## src/rtl/router_out_arb_if.sv

```systemverilog
// Handshake bundle between the router input ports and one output-port
// arbiter: input flits with valid/request, per-input backpressure, the
// registered output flit with its valid/header flags, and the grant vector.
interface router_out_arb_if #(
   parameter int NPORT = 4,
   parameter int WIDTH = 64
);
   logic [NPORT-1:0][WIDTH-1:0] D;
   logic [NPORT-1:0]            D_VALID;
   logic [NPORT-1:0]            REQ;
   logic [NPORT-1:0]            D_BP;
   logic [WIDTH-1:0]            Q;
   logic                        Q_VALID;
   logic                        Q_SOF;
   logic                        Q_BP;
   logic [NPORT-1:0]            GRANT;

   // Router side: drives the inputs and downstream backpressure.
   modport master (
      output D, D_VALID, REQ, Q_BP,
      input  D_BP, Q, Q_VALID, Q_SOF, GRANT
   );

   // Arbiter side.
   modport slave (
      input  D, D_VALID, REQ, Q_BP,
      output D_BP, Q, Q_VALID, Q_SOF, GRANT
   );
endinterface

```

## src/rtl/router_out_arb.sv

```systemverilog
// Packet-level round-robin arbiter and output mux for one router output.
// An input is granted for a whole packet (a contiguous run of valid flits);
// its flits pass through one registered output stage. The round-robin
// pointer moves to the input after the one that just finished.
// Optional statistics counters are built when ROUTER_ARB_STATS_EN is defined.
module router_out_arb #(
   parameter int NPORT = 4,
   parameter int WIDTH = 64
) (
   input  logic                   CLK,
   input  logic                   RST,
   router_out_arb_if.slave        bus
`ifdef ROUTER_ARB_STATS_EN
   ,
   output logic [NPORT-1:0][31:0] PKT_CNT,
   output logic [31:0]            FLIT_CNT
`endif
);

   localparam int PW = (NPORT > 1) ? $clog2(NPORT) : 1;

   typedef enum logic {IDLE, BUSY} state_t;

   state_t           state_q, state_d;
   logic [PW-1:0]    ptr_q, ptr_d;
   logic [PW-1:0]    gidx_q, gidx_d;
   logic [NPORT-1:0] grant_q, grant_d;
   logic [NPORT-1:0] cand;
   logic [NPORT-1:0] dbp;
   logic             win_found;
   logic [PW-1:0]    win_idx;
   logic [PW-1:0]    gidx_inc;
   logic             take_grant;
   logic [WIDTH-1:0] q_p1, q_d;
   logic             vld_p1, vld_d;
   logic             sof_p1, sof_d;

   assign cand     = bus.D_VALID & bus.REQ;
   assign gidx_inc = (gidx_q == PW'(NPORT - 1)) ? '0 : gidx_q + PW'(1);

   // Round-robin search: first candidate at or after the pointer, wrapping.
   always_comb begin
      logic [PW-1:0] ix;
      win_found = 1'b0;
      win_idx   = '0;
      for (int k = 0; k < NPORT; k++) begin
         ix = PW'((int'(ptr_q) + k) % NPORT);
         if (!win_found && cand[ix]) begin
            win_found = 1'b1;
            win_idx   = ix;
         end
      end
   end

   // Next-state and output-stage load decisions; Q_BP freezes everything.
   always_comb begin
      state_d    = state_q;
      ptr_d      = ptr_q;
      gidx_d     = gidx_q;
      grant_d    = grant_q;
      q_d        = q_p1;
      vld_d      = vld_p1;
      sof_d      = sof_p1;
      take_grant = 1'b0;
      case (state_q)
         IDLE: begin
            if (!bus.Q_BP) begin
               if (win_found) begin
                  state_d    = BUSY;
                  gidx_d     = win_idx;
                  grant_d    = NPORT'(1) << win_idx;
                  q_d        = bus.D[win_idx];
                  vld_d      = 1'b1;
                  sof_d      = 1'b1;
                  take_grant = 1'b1;
               end else begin
                  vld_d = 1'b0;
                  sof_d = 1'b0;
               end
            end
         end
         BUSY: begin
            if (!bus.Q_BP) begin
               if (bus.D_VALID[gidx_q]) begin
                  q_d   = bus.D[gidx_q];
                  vld_d = 1'b1;
                  sof_d = 1'b0;
               end else begin
                  // Valid dropped on the owner: packet is over.
                  vld_d   = 1'b0;
                  sof_d   = 1'b0;
                  grant_d = '0;
                  ptr_d   = gidx_inc;
                  state_d = IDLE;
               end
            end
         end
         default: state_d = IDLE;
      endcase
   end

   // Backpressure: owner follows downstream, other contenders are held.
   always_comb begin
      dbp = '0;
      for (int i = 0; i < NPORT; i++) begin
         if (state_q == BUSY) begin
            dbp[i] = (PW'(i) == gidx_q) ? bus.Q_BP : bus.D_VALID[i];
         end else begin
            dbp[i] = (win_found && PW'(i) == win_idx) ? bus.Q_BP : cand[i];
         end
      end
   end

   // State, pointer, grant and the registered output stage.
   always_ff @(posedge CLK) begin
      if (RST) begin
         state_q <= IDLE;
         ptr_q   <= '0;
         gidx_q  <= '0;
         grant_q <= '0;
         q_p1    <= '0;
         vld_p1  <= 1'b0;
         sof_p1  <= 1'b0;
      end else begin
         state_q <= state_d;
         ptr_q   <= ptr_d;
         gidx_q  <= gidx_d;
         grant_q <= grant_d;
         q_p1    <= q_d;
         vld_p1  <= vld_d;
         sof_p1  <= sof_d;
      end
   end

   assign bus.D_BP    = dbp;
   assign bus.Q       = q_p1;
   assign bus.Q_VALID = vld_p1;
   assign bus.Q_SOF   = sof_p1;
   assign bus.GRANT   = grant_q;

`ifdef ROUTER_ARB_STATS_EN
   // Per-input grant counts and accepted output flit count, both wrapping.
   always_ff @(posedge CLK) begin
      if (RST) begin
         PKT_CNT  <= '0;
         FLIT_CNT <= '0;
      end else begin
         if (take_grant) begin
            PKT_CNT[win_idx] <= PKT_CNT[win_idx] + 32'd1;
         end
         if (vld_p1 && !bus.Q_BP) begin
            FLIT_CNT <= FLIT_CNT + 32'd1;
         end
      end
   end
`endif

endmodule
```

## src/flat_wrapper.sv

```systemverilog
// flat-port wrapper written by rule: the top's interface ports become plain ports
module router_out_arb_flat 
#(
   parameter int NPORT = 4,
   parameter int WIDTH = 64
)
  (CLK, RST, bus_D, bus_D_VALID, bus_REQ, bus_Q_BP, bus_D_BP, bus_Q, bus_Q_VALID, bus_Q_SOF, bus_GRANT);
  router_out_arb_if #(.NPORT(NPORT), .WIDTH(WIDTH)) bus_i ();
  input  logic CLK;
  input  logic RST;
  input wire logic [$bits(bus_i.D)-1:0] bus_D;
  input wire logic [$bits(bus_i.D_VALID)-1:0] bus_D_VALID;
  input wire logic [$bits(bus_i.REQ)-1:0] bus_REQ;
  input wire logic [$bits(bus_i.Q_BP)-1:0] bus_Q_BP;
  output wire logic [$bits(bus_i.D_BP)-1:0] bus_D_BP;
  output wire logic [$bits(bus_i.Q)-1:0] bus_Q;
  output wire logic [$bits(bus_i.Q_VALID)-1:0] bus_Q_VALID;
  output wire logic [$bits(bus_i.Q_SOF)-1:0] bus_Q_SOF;
  output wire logic [$bits(bus_i.GRANT)-1:0] bus_GRANT;
  assign bus_i.D = bus_D;
  assign bus_i.D_VALID = bus_D_VALID;
  assign bus_i.REQ = bus_REQ;
  assign bus_i.Q_BP = bus_Q_BP;
  assign bus_D_BP = bus_i.D_BP;
  assign bus_Q = bus_i.Q;
  assign bus_Q_VALID = bus_i.Q_VALID;
  assign bus_Q_SOF = bus_i.Q_SOF;
  assign bus_GRANT = bus_i.GRANT;
  router_out_arb #(.NPORT(NPORT), .WIDTH(WIDTH)) u_core (.CLK(CLK), .RST(RST), .bus(bus_i));
endmodule
```

## config.mk

```make
export PLATFORM = sky130hd
export DESIGN_NAME = router_out_arb_flat
export DESIGN_NICKNAME = d
export VERILOG_FILES = /design/src/rtl/router_out_arb_if.sv /design/src/rtl/router_out_arb.sv /design/src/flat_wrapper.sv
export SDC_FILE = /design/constraint.sdc
export NUM_CORES = 1
export LEC_CHECK = 0
export BUFFER_PORTS_ARGS = -buffer_cell sky130_fd_sc_hd__buf_2
export CAP_MARGIN = 20
export CORE_ASPECT_RATIO = 0.6
export CORE_MARGIN = 1.5
export CORE_UTILIZATION = 44
export CTS_BUF_LIST = sky130_fd_sc_hd__clkbuf_2
export DETAILED_ROUTE_END_ITERATION = 7
export GPL_TIMING_DRIVEN = 0
export PLACE_DENSITY = 0.8
export SLEW_MARGIN = 20
export SYNTH_ARGS = -nofsm -noshare
export SYNTH_HDL_FRONTEND = slang
export SYNTH_SLANG_ARGS = --single-unit
```

## constraint.sdc

```tcl
create_clock -name CLK -period 1.97 [get_ports CLK]
set_input_delay 0.0985 -clock CLK [delete_from_list [all_inputs] [get_ports CLK]]
set_output_delay 0.0985 -clock CLK [all_outputs]
set_load 0.02 [all_outputs]
```

== Word level (Yosys, flattened, before mapping) ==
Cells that the tools add are included.
Storage, ports and cells
  bits in registers: 75
  input bits: 267
Operators by class
  magnitude comparators: 6
  equal/unequal tests: 12
  reduce and logical (&&, ||, !) cells: 17
  mux-type cells: 55
  bitwise logic cells: 4
  add/sub/neg operators: 4
  shift operators: 1
Operators with widths (count)
  $mux 64: 6
  $bmux 64 s2: 2
  $pmux 64 s2: 1
  $mux 1: 28
  $lt 2x3->1 const B: 6
  $mux 4: 4
  $bmux 1 s2: 5
  $mux 2: 5
  $eq 2x2->1 const A: 4
  $ne 2x2->1 const B: 4
  $pmux 4 s2: 1
  $reduce_and 4->1: 2
  $logic_and 1x1->1: 7
  $pmux 1 s2: 3
  $reduce_and 3->1: 2
  $add 2x1->2 const B: 2
  $add 2x2->2 const B: 2
  $and 4x4->4: 1
  $eq 1x2->1 const A: 2
  $logic_not 2->1: 2
  $shl 1x2->4 const A: 1
  $logic_not 1->1: 3
  $not 1->1: 3
  $eq 2x2->1 const B: 1
  2 further kinds: 2

== Logic depth before layout (Yosys ltp) ==
  depth in word-level cells: 18
  mapped depth: 9
  mapped depth without buffers: 6

== Least setup slack after synthesis ==
OpenSTA, ideal clock, no wires.
  path kind: flip-flop to output port
  start point: reg u_core.ptr_q[1]
  end point: out bus_D_BP[3]
  path slack: -0.020 ns
  data arrival time: 1.891 ns
  cell stages (with the launch flop): 10
  buffers on the path: 3
  path through: dfxtp_1 > buf_2 > nand3_1 > o21a_1 > o211a_1 > buf_2 > buf_2 > a21oi_1 > nor2_1 > o21ai_0
Between the ends
  word-level cells in the longest chain between the ends: 16
  elaborated cells on any way between the ends: 29
RTL lines
  start, declared: RTL line router_out_arb.sv:25  | logic [PW-1:0] ptr_q, ptr_d;
  start signal, assigned: RTL line router_out_arb.sv:126  | ptr_q <= ptr_d;
  parallel branches: the longest is 13 deep, another holds $add 2x1->2
  $logic_and 1x1->1 (*): RTL line router_out_arb.sv:109  | dbp[i] = (win_found && PW'(i) == win_idx) ? bus.Q_BP : cand[i];
  $mux 1 (*): RTL line router_out_arb.sv:109
  $mux 1 (*): RTL line router_out_arb.sv:106  | if (state_q == BUSY) begin
  end, declared: RTL line flat_wrapper.sv:15  | output wire logic [$bits(bus_i.D_BP)-1:0] bus_D_BP;
Mark *: on every way between the ends. The select of a mux whose other input is x is not followed.

== Worst setup path after layout ==
Same ends and word-level chain as after synthesis.

==> impl_metrics.tcl <==
set metrics [dict create \
    status "finished, violations left" \
    violations "negative setup slack" \
    synth_top_area_share_pct 21.7 \
    crit_family "buffers and inverters" \
    cp-start-kind "register" \
    grtUsageTotal_pct 43.6 \
    die_y_um 100 \
    post_drt_wl_per_cell_um 25.6 \
    synth_seq_area_share_pct 21.7 \
    syn_to_final_growth_pct 88.6 \
    utilization_pct 85.0 \
    yosysUniqueCellTypes 41 \
    die_w_um 165 \
    drtPass1Iterations 7 \
    whs_ns 0.178 \
    synth_top_area_cell "dfxtp_1" \
    ir_drop_v 0.000398 \
    crit_path_max_incr_delay_ns 0.43 \
    ys_top_cells_by_area "dfxtp_1 (22%), mux4_2 (21%), mux2_2 (11%), mux2i_1 (9.2%), nand2_1 (5.1%)" \
    path_cells "buf_6 -> and3_4 -> o21ai_1 -> o211a_1 -> buf_8 -> buf_12 -> a21oi_4 -> nor2_1 -> o21ai_1 -> buf_4" \
    gp_congestion 0.926 \
    setup-tns-final_ns -21.09 \
    timing.rr.start "u_core.gidx_q[0]" \
    critPathMostFrequentCell "o21ai_1" \
    grt_overflow 0 \
    clock_tree.root_cell "clkbuf_2" \
    core_um2 15400 \
    r2r_slack_ns -0.47 \
    ys_ff_latch 75 \
    reg2reg_to "u_core.bus.Q[33]" \
    final.period_utilization_pct 131 \
    finalSetupViolations 74 \
    fin_crit_ns 2.58 \
    synthCells 712 \
    fillers 782 \
    crit_cells 10 \
    hold_start "bus_D_VALID[1]" \
    hold_class "in2reg" \
    leakage_nw 5.46 \
    cts_tree "done" \
    path_clk_slew_ns 0.28 \
    arrival_ns 2.49 \
    synth_area_per_cell_um2 9.73 \
    p_per_area_nw_per_um2 495 \
    synthFlopType "dfxtp_1" \
    finish.net_count 1642 \
    post-route-drc-count 0 \
    cp-end-kind "output pin" \
    dr.first_iter.drc_count 1668 \
    fin_worst_skew_ns 0.0526 \
    cts_sinks 75 \
    critPathKind "reg2out" \
    drive_gt1_share_pct 50.1 \
    netlist_area_um2 6930 \
    ff2ff_path_depth 10 \
    crit_path_max_fanout 7 \
    maxSlewViolCount 0 \
    place.port_buffers 339 \
    ant_nets 0 \
    setup_ws_ns -0.615 \
    fin_total_pwr_mw 6.46 \
    endpoint "bus_D_BP[3]" \
    grt_start_max_net_pins 15 \
    crit_buf_inv 4 \
    grt_pass1_wl_um 55000 \
    hold_viol 0 \
    start_util_pct 45.1 \
    via_per_inst 6.68 \
    max-cap-violations 0 \
    wl_um 40500 \
    slowest_stage "dfxtp_2" \
    grt_pass1_vias 10045 \
    crit_start "u_core.ptr_q[1]" \
    cts_buffer_depth 2 \
    die_area_um2 16500 \
    dpl-instance-area_um2 8880 \
    numCtsBuffers 9 \
    rsz0062_at_grt "true" \
    fp-row-count 35 \
    num_io_pins 341 \
    hpwl_um 21000 \
    fmax_mhz 387 \
    post-route-cell-area_um2 13100 \
    async_flop_share_pct 0 \
    tightest_slew_ns 1.06 \
    critPathRequiredTime_ns 1.87 \
    antenna_found_initial 2 \
    clk_latency_ns 0.58 \
    yosysWarnings 0 \
    slew_headroom_pct 29.0 \
    synth_nets 983 \
    vias 10557 \
    synth_edf_count 0 \
    htreeDepth 3 \
]
-- power by group --
group / switching, mW / internal, mW
logic: 1.76 / 1.73
clock network: 0.682 / 0.430
registers: 0.145 / 1.72
total: 2.58 / 3.88
-- worst min-delay path by stage --
stage,endpoint,slack (ns),cells after the start
final,u_core.state_q,0.18,4
after detailed placement,u_core.bus.Q[20],0.43,3
after global routing,u_core.state_q,0.15,4
after floorplan,u_core.bus.Q[0],0.32,2
after global placement,u_core.bus.Q[62],0.42,3
after CTS,u_core.state_q,0.12,4
-- routing by layer --
metal  GRT usage [%]  vias up  routed length (um)
li1                -     4144                   -
met1            52.1     4828               13800
met4            28.6        2                3250
met3            13.3      378                5360
met5               0        -                  46
met2            68.2     1205               18100
-- state kept, by name, summed over array words and instances, names as in the netlist --
register / cells
u_core.bus.GRANT: 4
u_core.bus.Q: 64
u_core.bus.Q_SOF: 1
u_core.bus.Q_VALID: 1
u_core.gidx_q: 2
u_core.ptr_q: 2
u_core.state_q: 1
-- logic make-up after synthesis --
logic type | synth area share (%)
muxes | 41.3
and+or+nand+nor | 13.7
adders and majority gates | 0.722
DFF | 21.7
AOI/OAI and AO/OA | 17.0
buffers and inverters | 5.58
-- layout by cell type (no fill, tap or decap), types with 4 or more instances in the layout --
cell type	count
o21ai_1	10
nand2b_1	37
dfxtp_1	70
a221oi_1	37
nand2_2	10
buf_8	15
clkbuf_2	23
o31ai_2	5
nand3_1	33
mux2_4	4
buf_12	12
nand2_4	10
buf_2	341
clkbuf_16	8
o31ai_1	32
nand2_1	75
nand3_2	7
dlygate4sd3_1	257
o21ai_2	17
clkbuf_1	15
mux2i_1	61
buf_4	39
mux4_2	65
a21oi_1	11
buf_6	17
nand3_4	4
o221ai_2	7
o221ai_1	20
mux2_2	63
dfxtp_2	4
nor2_1	8
-- Yosys cell counts, types with 4 or more instances --
library cell	number
a21oi_1	14
o31ai_1	37
buf_4	7
buf_1	4
mux4_2	65
a221oi_1	37
nand2_1	94
ha_1	4
o21ai_0	32
buf_6	5
dfxtp_1	75
buf_2	24
clkbuf_1	36
nor2_1	11
nand3_1	44
mux2_2	67
mux2i_1	64
nand2b_1	37
o221ai_1	28
-- tightest hold or removal path: cells and delay by family --
kind / cells / cell delay (ns)
AO/OA/AOI/OAI: 2 / 0.25
buffers and inverters: 1 / 0.10
multiplexers: 1 / 0.29
-- area by class of cell --
type	instances	area, um2	share of cell area [%]
diodes	2	5.00	0.0383
inverters	2	12.5	0.0957
multi-input cells	559	5510	42.2
clock buffers	9	45.0	0.345
clock inverters	7	100	0.766
plain buffers	74	728	5.57
well taps	203	254	1.94
flip-flops and latches	75	1510	11.6
repair buffers	650	4900	37.5
-- per-stage QoR --
| stage | worst slack (ns) | std cells |
|---|---|---|
| 3_3_place_gp | -0.571 | 1254 |
| 3_5_place_dp | -0.567 | 1254 |
| 6_report | -0.615 | 1581 |
| 4_1_cts | -0.457 | 1546 |
| 2_1_floorplan | 0.0372 | 712 |
| 5_1_grt | -0.568 | 1580 |
-- repair_timing --
| action | in CTS | in global routing |
|---|---|---|
| gates resized for setup | 125 | 177 |
| endpoints found under the hold margin | 69 | 0 |
| cloned | 2 | 8 |
| buffers inserted | 18 | 26 |
| endpoints found under the setup margin | 78 | 71 |
| pin swaps | 6 | 14 |
| hold buffers | 257 | 0 |
Power figures use the tool's default switching activity.
